==> src/rtl/apb_timer_pkg.sv <==
// Shared constants for the APB timer: register offsets, CTRL bit positions
// and the APB transfer phase encoding.
package apb_timer_pkg;

  // Byte offsets of the registers within the peripheral window
  localparam int OFF_CTRL   = 'h000;
  localparam int OFF_LOAD   = 'h004;
  localparam int OFF_VALUE  = 'h008;
  localparam int OFF_STATUS = 'h00C;

  // CTRL register bit positions
  localparam int CTRL_EN      = 0;
  localparam int CTRL_RELOAD  = 1;
  localparam int CTRL_IE      = 2;
  localparam int CTRL_PRE_LSB = 8;

  // STATUS register bit positions
  localparam int STATUS_TIF = 0;

  // APB2 transfer phase, derived from PENABLE while PSEL is high
  typedef enum logic {
    SETUP  = 1'b0,
    ACCESS = 1'b1
  } apb_phase_e;

endpackage

==> src/rtl/apb_timer_prescaler.sv <==
// Prescaler for the APB timer: divides the clock by PRESCALE+1 and emits a
// one-cycle tick at the end of each period while enabled.
module apb_timer_prescaler #(
  parameter int PRE_W = 8
) (
  input  logic             clk_i,
  input  logic             rst_i,
  input  logic             en_i,
  input  logic [PRE_W-1:0] prescale_i,
  input  logic             restart_i,
  output logic             tick_o
);

  logic [PRE_W-1:0] cnt_q;
  logic [PRE_W-1:0] cnt_d;

  assign tick_o = en_i & (cnt_q == prescale_i);

  // Next count: held at zero when disabled or restarted, otherwise 0..PRESCALE.
  // Wrapping on >= keeps the count bounded if PRESCALE is lowered mid-period.
  always_comb begin
    cnt_d = cnt_q;
    if (!en_i || restart_i) begin
      cnt_d = '0;
    end else if (cnt_q >= prescale_i) begin
      cnt_d = '0;
    end else begin
      cnt_d = cnt_q + PRE_W'(1);
    end
  end

  // Prescale counter register
  always_ff @(posedge clk_i) begin
    if (rst_i) begin
      cnt_q <= '0;
    end else begin
      cnt_q <= cnt_d;
    end
  end

endmodule

==> src/rtl/apb_timer.sv <==
// APB2 programmable down-counter timer with prescaler, one-shot or
// auto-reload mode and a level interrupt. Zero-wait APB slave: writes commit
// in the access cycle, reads are captured into PRDATA in the setup cycle.
module apb_timer
  import apb_timer_pkg::*;
#(
  parameter int CNT_W = 32,
  parameter int PRE_W = 8,
  parameter int OFF_W = 12
) (
  input  logic        HCLK,
  input  logic        HRESET,
  input  logic        PSEL,
  input  logic        PENABLE,
  input  logic        PWRITE,
  input  logic [31:0] PADDR,
  input  logic [31:0] PWDATA,
  output logic [31:0] PRDATA,
  output logic        IRQ
);

  localparam int WA_W = OFF_W - 2;
  localparam logic [WA_W-1:0] WA_CTRL   = WA_W'(OFF_CTRL   >> 2);
  localparam logic [WA_W-1:0] WA_LOAD   = WA_W'(OFF_LOAD   >> 2);
  localparam logic [WA_W-1:0] WA_VALUE  = WA_W'(OFF_VALUE  >> 2);
  localparam logic [WA_W-1:0] WA_STATUS = WA_W'(OFF_STATUS >> 2);

  // Control/status state
  logic             en_q,     en_d;
  logic             reload_q, reload_d;
  logic             ie_q,     ie_d;
  logic [PRE_W-1:0] pre_q,    pre_d;
  logic [CNT_W-1:0] load_q,   load_d;
  logic [CNT_W-1:0] value_q,  value_d;
  logic             tif_q,    tif_d;
  logic [31:0]      prdata_q, prdata_d;

  apb_phase_e       phase;
  logic [WA_W-1:0]  word_addr;
  logic             wr_commit, rd_setup;
  logic             wr_ctrl, wr_load, wr_status;
  logic             tick, expire;
  logic [31:0]      rdata;

  // Address bits outside the decoded window and unused write-data bits
  logic unused_bits;
  assign unused_bits = ^{PADDR[31:OFF_W], PADDR[1:0], PWDATA};

  // APB decode: phase, word offset and per-register write strobes
  always_comb begin
    phase     = PENABLE ? ACCESS : SETUP;
    word_addr = PADDR[OFF_W-1:2];
    wr_commit = PSEL & (phase == ACCESS) & PWRITE;
    rd_setup  = PSEL & (phase == SETUP) & ~PWRITE;
    wr_ctrl   = wr_commit & (word_addr == WA_CTRL);
    wr_load   = wr_commit & (word_addr == WA_LOAD);
    wr_status = wr_commit & (word_addr == WA_STATUS);
  end

  apb_timer_prescaler #(
    .PRE_W (PRE_W)
  ) u_prescaler (
    .clk_i      (HCLK),
    .rst_i      (HRESET),
    .en_i       (en_q),
    .prescale_i (pre_q),
    .restart_i  (wr_load),
    .tick_o     (tick)
  );

  // A LOAD write consumes a coincident tick entirely, so it cannot expire
  assign expire = tick & ~wr_load & (value_q == '0);

  // Next-state for registers and counter; bus writes take priority over
  // the counter except that a timer expiry always sets TIF
  always_comb begin
    en_d     = en_q;
    reload_d = reload_q;
    ie_d     = ie_q;
    pre_d    = pre_q;
    load_d   = load_q;
    value_d  = value_q;
    tif_d    = tif_q;

    if (expire && !reload_q) begin
      en_d = 1'b0;
    end
    if (wr_ctrl) begin
      en_d     = PWDATA[CTRL_EN];
      reload_d = PWDATA[CTRL_RELOAD];
      ie_d     = PWDATA[CTRL_IE];
      pre_d    = PWDATA[CTRL_PRE_LSB +: PRE_W];
    end

    if (wr_load) begin
      load_d  = PWDATA[CNT_W-1:0];
      value_d = PWDATA[CNT_W-1:0];
    end else if (tick) begin
      if (value_q != '0) begin
        value_d = value_q - CNT_W'(1);
      end else if (reload_q) begin
        value_d = load_q;
      end
    end

    if (wr_status && PWDATA[STATUS_TIF]) begin
      tif_d = 1'b0;
    end
    if (expire) begin
      tif_d = 1'b1;
    end
  end

  // Read multiplexer; unmapped offsets and unused bits read as zero
  always_comb begin
    rdata = '0;
    if (word_addr == WA_CTRL) begin
      rdata[CTRL_EN]                 = en_q;
      rdata[CTRL_RELOAD]             = reload_q;
      rdata[CTRL_IE]                 = ie_q;
      rdata[CTRL_PRE_LSB +: PRE_W]   = pre_q;
    end else if (word_addr == WA_LOAD) begin
      rdata[CNT_W-1:0] = load_q;
    end else if (word_addr == WA_VALUE) begin
      rdata[CNT_W-1:0] = value_q;
    end else if (word_addr == WA_STATUS) begin
      rdata[STATUS_TIF] = tif_q;
    end
    prdata_d = rd_setup ? rdata : prdata_q;
  end

  // State registers; reset drops any transfer in flight
  always_ff @(posedge HCLK) begin
    if (HRESET) begin
      en_q     <= 1'b0;
      reload_q <= 1'b0;
      ie_q     <= 1'b0;
      pre_q    <= '0;
      load_q   <= '0;
      value_q  <= '0;
      tif_q    <= 1'b0;
      prdata_q <= '0;
    end else begin
      en_q     <= en_d;
      reload_q <= reload_d;
      ie_q     <= ie_d;
      pre_q    <= pre_d;
      load_q   <= load_d;
      value_q  <= value_d;
      tif_q    <= tif_d;
      prdata_q <= prdata_d;
    end
  end

  assign PRDATA = prdata_q;
  assign IRQ    = tif_q & ie_q;

endmodule

==> config.mk <==
export PLATFORM = sky130hd
export DESIGN_NAME = apb_timer
export DESIGN_NICKNAME = d
export VERILOG_FILES = /design/src/rtl/apb_timer_pkg.sv /design/src/rtl/apb_timer_prescaler.sv /design/src/rtl/apb_timer.sv
export SDC_FILE = /design/constraint.sdc
export NUM_CORES = 1
export LEC_CHECK = 0
export ABC_AREA = 1
export CELL_PAD_IN_SITES_DETAIL_PLACEMENT = 0
export CELL_PAD_IN_SITES_GLOBAL_PLACEMENT = 1
export CORE_MARGIN = 3
export CORE_UTILIZATION = 29
export CTS_BUF_LIST = sky130_fd_sc_hd__clkbuf_4 sky130_fd_sc_hd__clkbuf_8
export DETAILED_ROUTE_END_ITERATION = 10
export GPL_TIMING_DRIVEN = 0
export PLACE_DENSITY = 0.73
export SYNTH_ARGS = -nofsm -noshare
export SYNTH_HDL_FRONTEND = slang
export SYNTH_SLANG_ARGS = --single-unit
==> constraint.sdc <==
create_clock -name HCLK -period 2.3 [get_ports HCLK]
set_input_delay 0.46 -clock HCLK [delete_from_list [all_inputs] [get_ports HCLK]]
set_output_delay 0.46 -clock HCLK [all_outputs]
set_load 0.01 [all_outputs]
# --- Yosys cells after proc, flatten, opt, wreduce, memory -nomap -nowiden ---
# Cells that the tools add are included.
totals:
  out_inout_bits: 33
  n_memories: 0
  input_bits: 69
  ramBits: 0
  register_bits: 116
  mem_bits_ro: 0
  wordCells: 61
  latchBits: 0
op_classes:
  reduce_logical: 14
  bitwise: 14
  n_div: 0
  mul: 0
  muxes: 17
  magnitude_cmp: 1
  shift: 0
  addsub: 2
  eq_ne: 4
op_table:
  columns: ["op", "count"]
  rows:
  - ["$mux 32", 5]
  - ["$logic_not 32->1", 1]
  - ["$reduce_bool 32->1", 1]
  - ["$sub 32x1->32 const B", 1]
  - ["$mux 31", 1]
  - ["$eq 10x2->1 const B", 2]
  - ["$mux 16", 1]
  - ["$and 1x1->1", 11]
  - ["$eq 10x1->1 const B", 1]
  - ["$logic_not 10->1", 1]
  - ["$add 8x1->8 const B", 1]
  - ["$eq 8x8->1", 1]
  - ["$ge 8x8->1", 1]
  - ["$mux 8", 1]
  - ["$mux 1", 7]
  - ["$reduce_bool 2->1", 3]
  - ["$mux 5", 1]
  - ["$mux 3", 1]
  - ["$not 1->1", 3]
  - ["$reduce_bool 3->1", 1]
  - ["$reduce_or 3->1", 1]
  - ["$logic_and 1x1->1", 2]
  - ["$logic_not 1->1", 2]
  - ["$reduce_and 2->1", 1]
  - ["$logic_or 1x1->1", 1]

# --- Longest topological paths before layout ---
logic_depth:
  word_depth: 10
  depth_mapped: 14
  mapped_depth_nobuf: 13

# --- Cells and area by module ---
# From an unflattened synthesis, not the netlist that was laid out.
hier_totals:
  cells_unflattened: 1038
  hier_area_um2: 6537.5
modules_own_cells:
  columns: ["mod", "n_inst", "cells_per_inst", "area_per_inst_um2", "seq_area_each_um2"]
  rows:
  - ["apb_timer", 1, 952, 5950.7, 2162.1]
  - ["apb_timer_prescaler", 1, 86, 586.8, 160.2]

# --- Worst setup path after synthesis ---
# OpenSTA, ideal clock, no wires.
synth_path:
  path_type: "input -> register"
  start: "input port PADDR[9]"
  end: "register en_q"
  t_arrival_ns: 1.574
  n_path_buf: 1
  setup_time_ns: 0.122
  stages: 9
  path_slack_ns: 0.605
  required_time_ns: 2.178
  path_cell_list: "nor2_1 -> nand2_2 -> nor3_4 -> nand2_1 -> inv_2 -> nand2_1 -> buf_2 -> o21ai_0 -> a21oi_1"
synth_between:
  elab_chain_cells: 7
  word_cells_on_any_way: 10
  classes_between: "1 x eq/ne; 1 x mux; 5 x bitwise; 3 x reduce/logical"
synth_rtl:
  columns: ["item", "line_no", "rtl"]
  rows:
  - ["start, declared", "apb_timer.sv:16", "input logic [31:0] PADDR,"]
  - ["$eq 10x1->1", "apb_timer.sv:56", "wr_load = wr_commit & (word_addr == WA_LOAD);"]
  - ["$and 1x1->1", "apb_timer.sv:56", null]
  - ["$not 1->1", "apb_timer.sv:72", "assign expire = tick & ~wr_load & (value_q == '0);"]
  - ["$and 1x1->1 (2 in series)", "apb_timer.sv:72", null]
  - ["$logic_and 1x1->1", "apb_timer.sv:85", "if (expire && !reload_q) begin"]
  - ["$reduce_bool 2->1 (no line)", null, null]
  - ["end signal, assigned", "apb_timer.sv:144", "en_q <= en_d;"]
  - ["end, declared", "apb_timer.sv:29", "logic en_q, en_d;"]
# Parallel ways exist; a longest one is shown, timed or not.
# A chain may end at the register's enable or synchronous reset.

# --- Worst setup path in the final report ---
layout_path:
  start: "input port PADDR[10]"
  end: "register prdata_q[31], in the netlist PRDATA[31]"
layout_between:
  elab_chain_cells: 4
  word_cells_on_any_way: 6
  classes_between: "2 x eq/ne; 3 x mux; 1 x reduce/logical"
layout_rtl:
  columns: ["item", "line_no", "rtl"]
  rows:
  - ["$eq 10x2->1", "apb_timer.sv:124", "end else if (word_addr == WA_VALUE) begin"]
  - ["$mux 31", "apb_timer.sv:124", null]
  - ["$mux 32", "apb_timer.sv:122", "end else if (word_addr == WA_LOAD) begin"]
  - ["$mux 16 (*)", "apb_timer.sv:117", "if (word_addr == WA_CTRL) begin"]
  - ["end signal, assigned", "apb_timer.sv:151", "prdata_q <= prdata_d;"]
  - ["end, declared", "apb_timer.sv:36", "logic [31:0] prdata_q, prdata_d;"]
# Every way passes the cells marked *; elsewhere a longest branch is shown, timed or not.

==> flow_metrics.py <==
metrics = {
    "status": {
        "outcome": "finished, final reports clean",
    },
    "timing": {
        "tightestPinTransition_ps": 788.3,
        "final_max_slew_viol_count": 0,
        "hold_viol_final": 0,
        "totalNegativeSetupSlack_ps": 0,
        "max_freq_ghz": 0.4800,
        "finalSetupViolCount": 0,
        "post-route-period-util_pct": 90.59,
        "relSlewSlack_pct": 47.45,
        "crit_path_time_final_ps": 2084,
        "finalClockSkew_ps": 19.13,
        "rsz0062_at_grt": "no",
    },
    "synth": {
        "post_synth_main_area_contributors": "dfxtp_1 36%, nand2_1 16%, a21oi_1 7.3%, nand3_1 7.1%, nor2_1 6.5%",
        "number_of_enable_type_register_cells_in_the_synthesized_netlist": 0,
        "synth.largest_area_cell": "dfxtp_1",
        "seq_area_frac_synth_pct": 35.51,
        "synth_nets": 1087,
        "synthAdderAreaFrac_pct": 2.105,
        "synth_cell_type_count": 38,
        "ys_warn_count": 0,
        "most_used_flip_flop_cell_after_synthesis": "dfxtp_1",
        "synthSimpleGateAreaFrac_pct": 36.05,
        "yosys.area.top_type_share_pct": 35.51,
        "synth.ff_latch_count": 116,
        "postSynth.asyncResetShare_pct": 0,
        "post_synth_inst_count": 1007,
        "synth.avg_cell_area_um2": 6.493,
        "netlist_area_mm2": 0.006539,
        "synth-compound-area-share_pct": 16.09,
        "synth_top_family_by_area": "simple AND/OR/NAND/NOR gates",
        "yosys.area_share.xor_xnor_pct": 1.875,
        "synth_mux_area_share_pct": 0,
    },
    "layout": {
        "final_net_count": 1188,
        "layout.area.seq_mm2": 0.002322,
        "number_of_antenna_repair_diodes": 0,
        "finalCoreUtilization_pct": 37.10,
        "syn2layout_area_growth_pct": 24.59,
        "multiInputGateArea_mm2": 0.003702,
        "num-fill-cells": 2432,
        "layout-drive-gt1-share_pct": 8.750,
    },
    "global_routing": {
        "grt_antenna_before_repair": 0,
        "overall_routing_resource_usage_pct": 20.35,
        "maximum_number_of_pins_on_one_net_before_global_route_repair": 17,
        "grt_pass1_wl_um": 37880,
        "grt_pass1_vias": 6738,
        "gr-total-overflow": 0,
    },
    "clock_network": {
        "cts_hold_buf": 0,
        "htree_num_levels": 4,
        "cts.sinks": 116,
        "cts_inserted_buffers": 17,
        "worstSkewPairLatency_ps": 460,
        "max-clock-path-buffers": 2,
        "cts_root_buf": "clkbuf_8",
        "tritoncts": "built",
        "path_clk_slew_ps": 70,
    },
    "critical_path": {
        "maximum_single_stage_delay_on_the_critical_path_ps": 440,
        "crit_arrival_ps": 2460,
        "cp-startpoint": "PADDR[10]",
        "timing.critical_path.max_delay_family": "buffers and inverters",
        "critPathMaxFanout": 10,
        "critPathRequiredTime_ps": 2680,
        "critical_path.cell_chain": "clkdlybuf4s50_1 -> nor2_4 -> inv_1 -> nor2_2 -> nand2_2 -> buf_2 -> o21ai_1 -> nand2_1 -> a21oi_1",
        "end_kind": "flip-flop",
        "critical_path_buf_inv_count": 3,
        "worst-setup-path-type": "input pin to flip-flop",
        "worst_path_max_delay_cell": "clkdlybuf4s50_1",
        "critical_path.startpoint_type": "input pin",
        "rr_startpoint": "value_q[0]",
    },
    "drt": {
        "post-route-drc-count": 0,
        "dr.first_iter.drc_count": 497,
        "vias_per_cell": 4.991,
        "dr_total_vias": 6988,
        "route.detailed.wl_per_inst_um": 17.57,
        "finalWirelength_um": 24600,
        "first_pass_iters": 5,
        "detail-route-antenna-nets": 0,
    },
    "floorplan": {
        "floorplan.initialDensity_pct": 29.78,
        "die_x_um": 156.2,
        "core_box_area_mm2": 0.02196,
        "std_cell_rows": 54,
        "die_h_um": 156.2,
        "design.die.area_mm2": 0.02439,
        "num_io_pins": 102,
    },
    "power_and_ir_drop": {
        "p_leak_nw": 3.589,
        "peakVddDrop_mv": 0.3208,
        "power_mw": 4.298,
        "power.density_cell_area_mw_per_mm2": 527.6,
    },
    "placed_design": {
        "hpwlAfterDp_um": 18690,
        "gpl.final_weighted_congestion": 0.9616,
        "io_buffers": 78,
    },
    "worst_hold_path": {
        "worstHoldPathType": "flip-flop to flip-flop",
        "hold_path_startpoint": "u_prescaler.cnt_q[0]",
    },
    "run": {
        "timing.max_cap.violations": 0,
    },
}
cells in the final DEF (no fill, tap or decap), drive strengths merged, types with 9 or more instances in the layout:
cell	instances
nand2	281
nor2	133
dfxtp	116
a21oi	96
nand3	95
o21ai	90
inv	88
clkdlybuf4s50	78
clkbuf	46
buf	21
xor2	14
ha	11
nor3	10
nand4	9
per-stage QoR:
stage	setup slack, ps	cells	area, µm²	hold WS, ps
floorplan	605.0	1007	6539	429.7
global placement	-689.4	1365	7670	445.8
detailed placement	-700.3	1365	7670	453.9
CTS	53.05	1398	8099	469.6
global route	57.11	1400	8147	489.1
finish	216.5	1400	8147	464.2
cell usage after synthesis, drive strengths merged (10+ instances only):
| cell | instances |
|---|---|
| a21oi | 96 |
| buf | 19 |
| clkbuf | 23 |
| dfxtp | 116 |
| ha | 11 |
| inv | 88 |
| nand2 | 281 |
| nand3 | 95 |
| nor2 | 133 |
| nor3 | 10 |
| o21ai | 90 |
| xor2 | 14 |
worst paths after layout:
kind | end | slack (ps) | cells after the start
worst max-delay path | PRDATA[31] | 220 | 9
worst min-delay path | u_prescaler.cnt_q[0] | 460 | 1
worst max register to register | value_q[30] | 230 | 10
worst min register to register | u_prescaler.cnt_q[0] | 460 | 1
area by class of cell:
class / count / share of cell area, %
Sequential cell: 116 / 28.51
Clock buffer: 21 / 3.394
Buffer: 42 / 2.672
Clock inverter: 10 / 1.613
Multi-Input combinational cell: 760 / 45.45
Inverter: 89 / 4.116
Timing Repair Buffer: 82 / 9.952
Tap cell: 280 / 4.300
where the power goes:
group / switching, mW / internal, mW / total, mW
clock: 0.904 / 1.14 / 2.04
sequential: 0.00516 / 2.02 / 2.02
combinational: 0.128 / 0.106 / 0.235
total: 1.04 / 3.26 / 4.30
routing by layer:
metal  GRT usage (%)  up-vias  wire length [µm]
met4           8.420        0               839
met5               0        -                 0
met1           26.69     3227             11220
li1                -     3493                 -
met2           32.35      227             10960
met3           4.632       41              1584
cell families (layout without fill, tap and decap cells):
group | after synthesis | in the layout
simple gates | 534 | 534
xor+xnor | 14 | 14
compound gates | 201 | 201
flops | 116 | 116
buf+inv | 131 | 244
fa+ha+maj | 11 | 11
registers in the layout, indices dropped and copies added (netlist names):
| signal | count |
|---|---|
| PRDATA | 32 |
| load_q | 32 |
| pre_q | 8 |
| tif_q | 1 |
| en_q | 1 |
| u_prescaler.cnt_q | 8 |
| value_q | 32 |
| reload_q | 1 |
| ie_q | 1 |
what timing repair did:
action	in CTS	in global routing
endpoints found under the setup margin	20	28
endpoints found under the hold margin	0	0
pin swaps	1	0
resized for setup	8	11
buffers inserted	2	2
Note: power is estimated with default switching activity, not from simulation.
